### src/rtl/estu_mmu_pkg.sv
// Shared types and constants for the MMU address-event stack.
// Used by stack_fsm_push and stack_ptr_ctr.
package estu_mmu_pkg;

  // Default width of one address-event word.
  localparam int AE_W_DEF = 16;

  // Encodings of the push-side controller states.
  localparam logic [1:0] ST_IDLE_ENC  = 2'd0;
  localparam logic [1:0] ST_ARM_ENC   = 2'd1;
  localparam logic [1:0] ST_WRITE_ENC = 2'd2;

  typedef enum logic [1:0] {
    ST_IDLE  = ST_IDLE_ENC,
    ST_ARM   = ST_ARM_ENC,
    ST_WRITE = ST_WRITE_ENC
  } push_state_t;

  // One address-event at the default width.
  typedef logic [AE_W_DEF-1:0] ae_t;

  // 16-bit increment that sticks at all-ones instead of wrapping.
  function automatic logic [15:0] sat_inc16(input logic [15:0] value);
    logic [15:0] result;
    if (value == 16'hFFFF) begin
      result = value;
    end else begin
      result = value + 16'd1;
    end
    return result;
  endfunction

endpackage

### src/rtl/stack_ptr_ctr.sv
// Stack pointer: up/down occupancy counter, 0..2**ADDR_W.
// full/empty are registered with sp so all three always agree.
// A decrement at zero is ignored, and an increment at full is ignored.
module stack_ptr_ctr
  import estu_mmu_pkg::*;
#(
  parameter int ADDR_W = 8
) (
  input  logic            clk,
  input  logic            rst,
  input  logic            inc,
  input  logic            dec,
  output logic [ADDR_W:0] sp,
  output logic            full,
  output logic            empty
);

  localparam logic [ADDR_W:0] DEPTH = {1'b1, {ADDR_W{1'b0}}};
  localparam logic [ADDR_W:0] ONE   = {{ADDR_W{1'b0}}, 1'b1};
  localparam logic [ADDR_W:0] ZERO  = {(ADDR_W+1){1'b0}};

  logic [ADDR_W:0] sp_r;
  logic            full_r;
  logic            empty_r;
  logic            inc_s;
  logic            dec_s;
  logic [ADDR_W:0] sp_next_s;

  // Net pointer change for this cycle; simultaneous inc and dec cancel.
  always_comb begin
    inc_s     = inc & ~full_r;
    dec_s     = dec & ~empty_r;
    sp_next_s = sp_r;
    case ({inc_s, dec_s})
      2'b10:   sp_next_s = sp_r + ONE;
      2'b01:   sp_next_s = sp_r - ONE;
      default: sp_next_s = sp_r;
    endcase
  end

  // Pointer register with flags derived from the next value.
  always_ff @(posedge clk) begin
    if (rst) begin
      sp_r    <= ZERO;
      full_r  <= 1'b0;
      empty_r <= 1'b1;
    end else begin
      sp_r    <= sp_next_s;
      full_r  <= (sp_next_s == DEPTH);
      empty_r <= (sp_next_s == ZERO);
    end
  end

  assign sp    = sp_r;
  assign full  = full_r;
  assign empty = empty_r;

endmodule

### src/rtl/stack_fsm_push.sv
// Write side of the MMU address-event stack.
// Accepts AEs over valid/ready in ARM, writes them at the stack pointer in WRITE.
// Throughput is one AE per two cycles.
// Optional feature macro STACK_PUSH_DROP_EN:
//   when defined, AEs offered while full are accepted and discarded and counted
//   in drop_cnt (saturating);
//   when undefined, full backpressures ae_ready and drop_cnt reads 0.
module stack_fsm_push
  import estu_mmu_pkg::*;
#(
  parameter int AE_W   = AE_W_DEF,
  parameter int ADDR_W = 8
) (
  input  logic              clk,
  input  logic              rst,
  input  logic              stream_in,
  input  logic              last_op,
  input  logic              ae_valid,
  input  logic [AE_W-1:0]   ae_data,
  output logic              ae_ready,
  input  logic              sp_dec,
  output logic              w_en,
  output logic [ADDR_W-1:0] w_addr,
  output logic [AE_W-1:0]   w_data,
  output logic [ADDR_W:0]   sp,
  output logic              full,
  output logic              empty,
  output logic              done,
  output logic [15:0]       drop_cnt
);

  push_state_t     state_r;
  logic [AE_W-1:0] ae_q_r;
  logic            done_r;
  logic            ae_ready_s;
  logic            accept_s;
  logic            push_s;
  logic [ADDR_W:0] sp_s;
  logic            full_s;
  logic            empty_s;

  stack_ptr_ctr #(
    .ADDR_W (ADDR_W)
  ) u_ptr (
    .clk   (clk),
    .rst   (rst),
    .inc   (push_s),
    .dec   (sp_dec),
    .sp    (sp_s),
    .full  (full_s),
    .empty (empty_s)
  );

  // Ready only in ARM; last_op always blocks acceptance.
  always_comb begin
    ae_ready_s = 1'b0;
    if (state_r == ST_ARM) begin
`ifdef STACK_PUSH_DROP_EN
      ae_ready_s = ~last_op;
`else
      ae_ready_s = ~full_s & ~last_op;
`endif
    end else begin
      ae_ready_s = 1'b0;
    end
  end

  assign accept_s = ae_valid & ae_ready_s;
  assign push_s   = (state_r == ST_WRITE);

  // Push controller: state, AE capture register and done pulse.
  always_ff @(posedge clk) begin
    if (rst) begin
      state_r <= ST_IDLE;
      ae_q_r  <= {AE_W{1'b0}};
      done_r  <= 1'b0;
    end else begin
      done_r <= 1'b0;
      case (state_r)
        ST_IDLE: begin
          if (stream_in) begin
            state_r <= ST_ARM;
          end else begin
            state_r <= ST_IDLE;
          end
        end
        ST_ARM: begin
          if (last_op) begin
            state_r <= ST_IDLE;
            done_r  <= 1'b1;
          end else if (accept_s && !full_s) begin
            ae_q_r  <= ae_data;
            state_r <= ST_WRITE;
          end else begin
            // Idle in ARM, or an AE accepted while full and discarded.
            state_r <= ST_ARM;
          end
        end
        ST_WRITE: begin
          // Write always completes; a pending last_op is seen back in ARM.
          state_r <= ST_ARM;
        end
        default: begin
          state_r <= ST_IDLE;
        end
      endcase
    end
  end

`ifdef STACK_PUSH_DROP_EN
  logic [15:0] drop_cnt_r;

  // Count AEs that were accepted while the stack was full.
  always_ff @(posedge clk) begin
    if (rst) begin
      drop_cnt_r <= 16'h0000;
    end else if (accept_s && full_s) begin
      drop_cnt_r <= sat_inc16(drop_cnt_r);
    end else begin
      drop_cnt_r <= drop_cnt_r;
    end
  end

  assign drop_cnt = drop_cnt_r;
`else
  assign drop_cnt = 16'h0000;
`endif

  assign ae_ready = ae_ready_s;
  assign w_en     = push_s;
  assign w_addr   = push_s ? sp_s[ADDR_W-1:0] : {ADDR_W{1'b0}};
  assign w_data   = push_s ? ae_q_r : {AE_W{1'b0}};
  assign sp       = sp_s;
  assign full     = full_s;
  assign empty    = empty_s;
  assign done     = done_r;

endmodule
### config.mk
export PLATFORM = sky130hd
export DESIGN_NAME = stack_fsm_push
export DESIGN_NICKNAME = d
export VERILOG_FILES = /design/src/rtl/estu_mmu_pkg.sv /design/src/rtl/stack_ptr_ctr.sv /design/src/rtl/stack_fsm_push.sv
export SDC_FILE = /design/constraint.sdc
export NUM_CORES = 1
export LEC_CHECK = 0
export BUFFER_PORTS_ARGS = -buffer_cell sky130_fd_sc_hd__buf_2
export CORE_AREA = 4 4 94 96
export DETAILED_ROUTE_END_ITERATION = 10
export DIE_AREA = 0 0 98 100
export HOLD_SLACK_MARGIN = 0.02
export PLACE_DENSITY = 0.5
export SKIP_LAST_GASP = 1
export SLEW_MARGIN = 5
export SYNTH_ARGS = -nofsm -noshare
export SYNTH_HDL_FRONTEND = slang
export SYNTH_SLANG_ARGS = --single-unit
### constraint.sdc
create_clock -name clk -period 3.45 [get_ports clk]
set_clock_uncertainty 0.1 [all_clocks]
set_input_delay 0.69 -clock clk [delete_from_list [all_inputs] [get_ports clk]]
set_output_delay 0.69 -clock clk [all_outputs]
set_load 0.1 [all_outputs]
==> impl_metrics.ini <==
[sta]
tns_ps = 0
finalSetupViolations = 0
holdWs_ps = 353
max_freq_ghz = 0.334
finalHoldViolCount = 0
relSlewSlack = 0.595
worst_pin_slew_ps = 608
rsz0062_at_grt = no
fin_crit_sh = 0.868
post-route-min-period_ps = 2990
finalMaxSlewViolations = 0

[global_route]
grt_pass1_wl_mm = 8.31
gr-total-overflow = 0
track_usage = 0.103
grt_pass1_vias = 1660
antenna_found_initial = 0
grt_max_degree = 31

[critical_path]
crit_family = simple AND/OR/NAND/NOR gates
reg2regPathDepth = 10
startpoint_type = flop
cp.arrival_ps = 3110
crit_top_cell = ha_1
slowest_stage = or4b_1
path_buf_inv = 0
reg2reg_from = state_r[1]
slowest_delay_ps = 470
crit_chain = nor2b_1 > nand2b_1 > ha_1 > ha_1 > o211ai_1 > nand3b_1 > or4b_1 > a21boi_0 > a2111oi_2 > and4bb_1
cp-end-kind = flop
crit_required_ps = 3570
reg2reg_slack_ps = 460
crit_cells = 10
r2r_end = u_ptr.full
setup.worst_path.class = reg2reg
critPathMaxFanout = 8

[synth]
syn_area_per_cell_um2 = 7.97
synthXorXnorAreaFrac = 0.0354
synth_top_flop_cell = dfxtp_1
synth_fa_ha_area_frac = 0.0257
synth_warnings = 0
synth_cells = 244
synth_area_leaders = dfxtp_1, and2_1, nand2_1, buf_4, a21oi_1
ys_top_cells_by_count = nand2_1, dfxtp_1, and2_1, a21oi_1, buf_4
synth_seq_cells = 30
yosys.area_share.simple = 0.330
async_flop_share = 0
synth.distinct_cells = 56
synth_edf_count = 0
muxShareOfSynthArea = 0.0154
seq_area_frac_synth = 0.309
yosysMostFrequentCell = nand2_1
synth_top_area_share = 0.309
synth-compound-area-share = 0.160
synth_area_leader_cell = dfxtp_1
syn_area_um2 = 1940
synth_top_family_by_area = simple AND/OR/NAND/NOR gates

[layout]
areaGrowthSynthToFinish_pct = 20.5
final_cells = 399
nFillCells = 904
stdcell_area_um2 = 2340
antenna_cells = 0
drive_gt1_frac = 0.259
fin_nets = 319

[routing]
drt_pass1_iterations = 4
vias = 1810
initialDrtViolationCount = 58
routedWlPerCell_um = 12.6
totalWireLength_mm = 5.03
drc = 0
via_per_inst = 4.54
ant_nets = 0

[clocking]
cts.clk_slew.worst_paths_ps = 70
cts-htree-levels = 2
root_buffer = clkbuf_8
post_cts_buffers = 0
clock_sinks = 30
cts_tree = built
ctsHoldBuffers = 0
insertion_delay_ps = 280
cts_buffers = 5
cts.path.max_buffers = 2
cts_resized = 0

[floorplanning]
rows = 33
die_h_um = 100
pin_count = 76
die_w_um = 98
initial_core_util = 0.241
core-area_um2 = 8050
die_area_um2 = 9800

[placed_design]
io_buffers = 59
dp_hpwl_mm = 3.64
dp.cells = 391
gp_congestion = 0.758
dpl-instance-area_um2 = 2230

[job]
maxCapViolCount = 0

[worst_hold_path]
worstHoldEndpoint = ae_q_r[8]
hold_depth = 2
hold_path.class = reg2reg
min_from = ae_q_r[8]

[pwr]
seq_power_share = 0.317
combinationalPowerShare = 0.420
p_per_area_nw_per_um2 = 571
power.switching_mw = 0.602
swShare = 0.450
intPower_mw = 0.737
p_leak_nw = 1.05
p_clk_frac = 0.263
peakVddDrop_uv = 299

[outcome]
status = finished clean
-- final cells by class --
cell class,instances,area [µm²],share of cell area
Tap cell,105,131,0.0561
Timing Repair Buffer,62,318,0.136
Clock buffer,6,72.6,0.0310
Clock inverter,2,37.5,0.0160
Sequential cell,30,603,0.257
Inverter,1,3.75,0.00160
Multi-Input combinational cell,193,1180,0.502
-- flip-flops by register name, indices dropped and copies added, names as in the netlist --
name         cells
u_ptr.full       1
u_ptr.sp         9
u_ptr.empty      1
done             1
state_r          2
ae_q_r          16
-- worst register-to-register path: cells and delay by family, from the launching register on --
kind	cells	cell delay, ps
compound gates	3	510
simple gates	5	1220
fa+ha+maj	2	650
flops	1	450
-- metal layers --
metal,track usage,vias up,wire [µm]
met5,0,-,0
met4,0.0394,0,78
met3,0.0306,7,353
met2,0.156,72,2240
met1,0.138,825,2360
li1,-,906,-
-- worst max path at each step --
stage / slack [ps] / to / from
3_5_place_dp: 290 / u_ptr.full / sp_dec
5_1_grt: 190 / u_ptr.full / state_r[1]
6_report: 460 / u_ptr.full / state_r[1]
3_3_place_gp: 380 / u_ptr.full / sp_dec
2_1_floorplan: 60 / w_data[10] / state_r[1]
4_1_cts: 470 / u_ptr.full / state_r[1]
-- cells in the final DEF, fill, tap and decap left out, types with 2 or more instances in the layout --
| cell | instances |
|---|---|
| o31ai_1 | 2 |
| nand2b_1 | 3 |
| nor2b_1 | 5 |
| nand4_1 | 3 |
| dfxtp_1 | 28 |
| nand2_1 | 41 |
| nor3_1 | 3 |
| nand3b_1 | 2 |
| dfxtp_2 | 2 |
| a21oi_1 | 21 |
| clkbuf_8 | 5 |
| and2_1 | 25 |
| nand4b_1 | 4 |
| conb_1 | 16 |
| ha_1 | 4 |
| buf_2 | 59 |
| buf_4 | 3 |
| nand3_1 | 4 |
| o211ai_1 | 4 |
| nor2_1 | 12 |
| xor2_1 | 5 |
| and3_1 | 2 |
| nand4bb_1 | 2 |
| a211oi_1 | 2 |
| and4_1 | 2 |
| a21o_1 | 2 |
| mux2i_1 | 3 |
-- power by group through the flow --
stage / Combinational (mW) / Sequential [mW] / Clock (mW)
after floorplan: 0.362 / 0.573 / 0
after global placement: 0.563 / 0.434 / 0
after detailed placement: 0.564 / 0.434 / 0
after CTS: 0.565 / 0.426 / 0.363
after global routing: 0.604 / 0.432 / 0.381
final: 0.562 / 0.425 / 0.352
-- per-stage QoR --
stage	power, mW	setup slack (ps)	utilization
after floorplan	0.935	55.1	-
after global placement	0.997	375	0.277
after detailed placement	0.997	288	0.277
after CTS	1.35	465	0.291
after global routing	1.42	190	0.291
final	1.34	456	0.291
-- kinds of logic (layout without fill, tap and decap cells) --
kind of cell	after synthesis	count (layout)
buffers and inverters	36	71
muxes	3	3
DFF	30	30
and+or+nand+nor	117	117
adders and majority gates	4	4
other	1	16
xor gates and xnor gates	7	7
AOI/OAI and AO/OA	46	46
(Power assumes the default switching activity.)
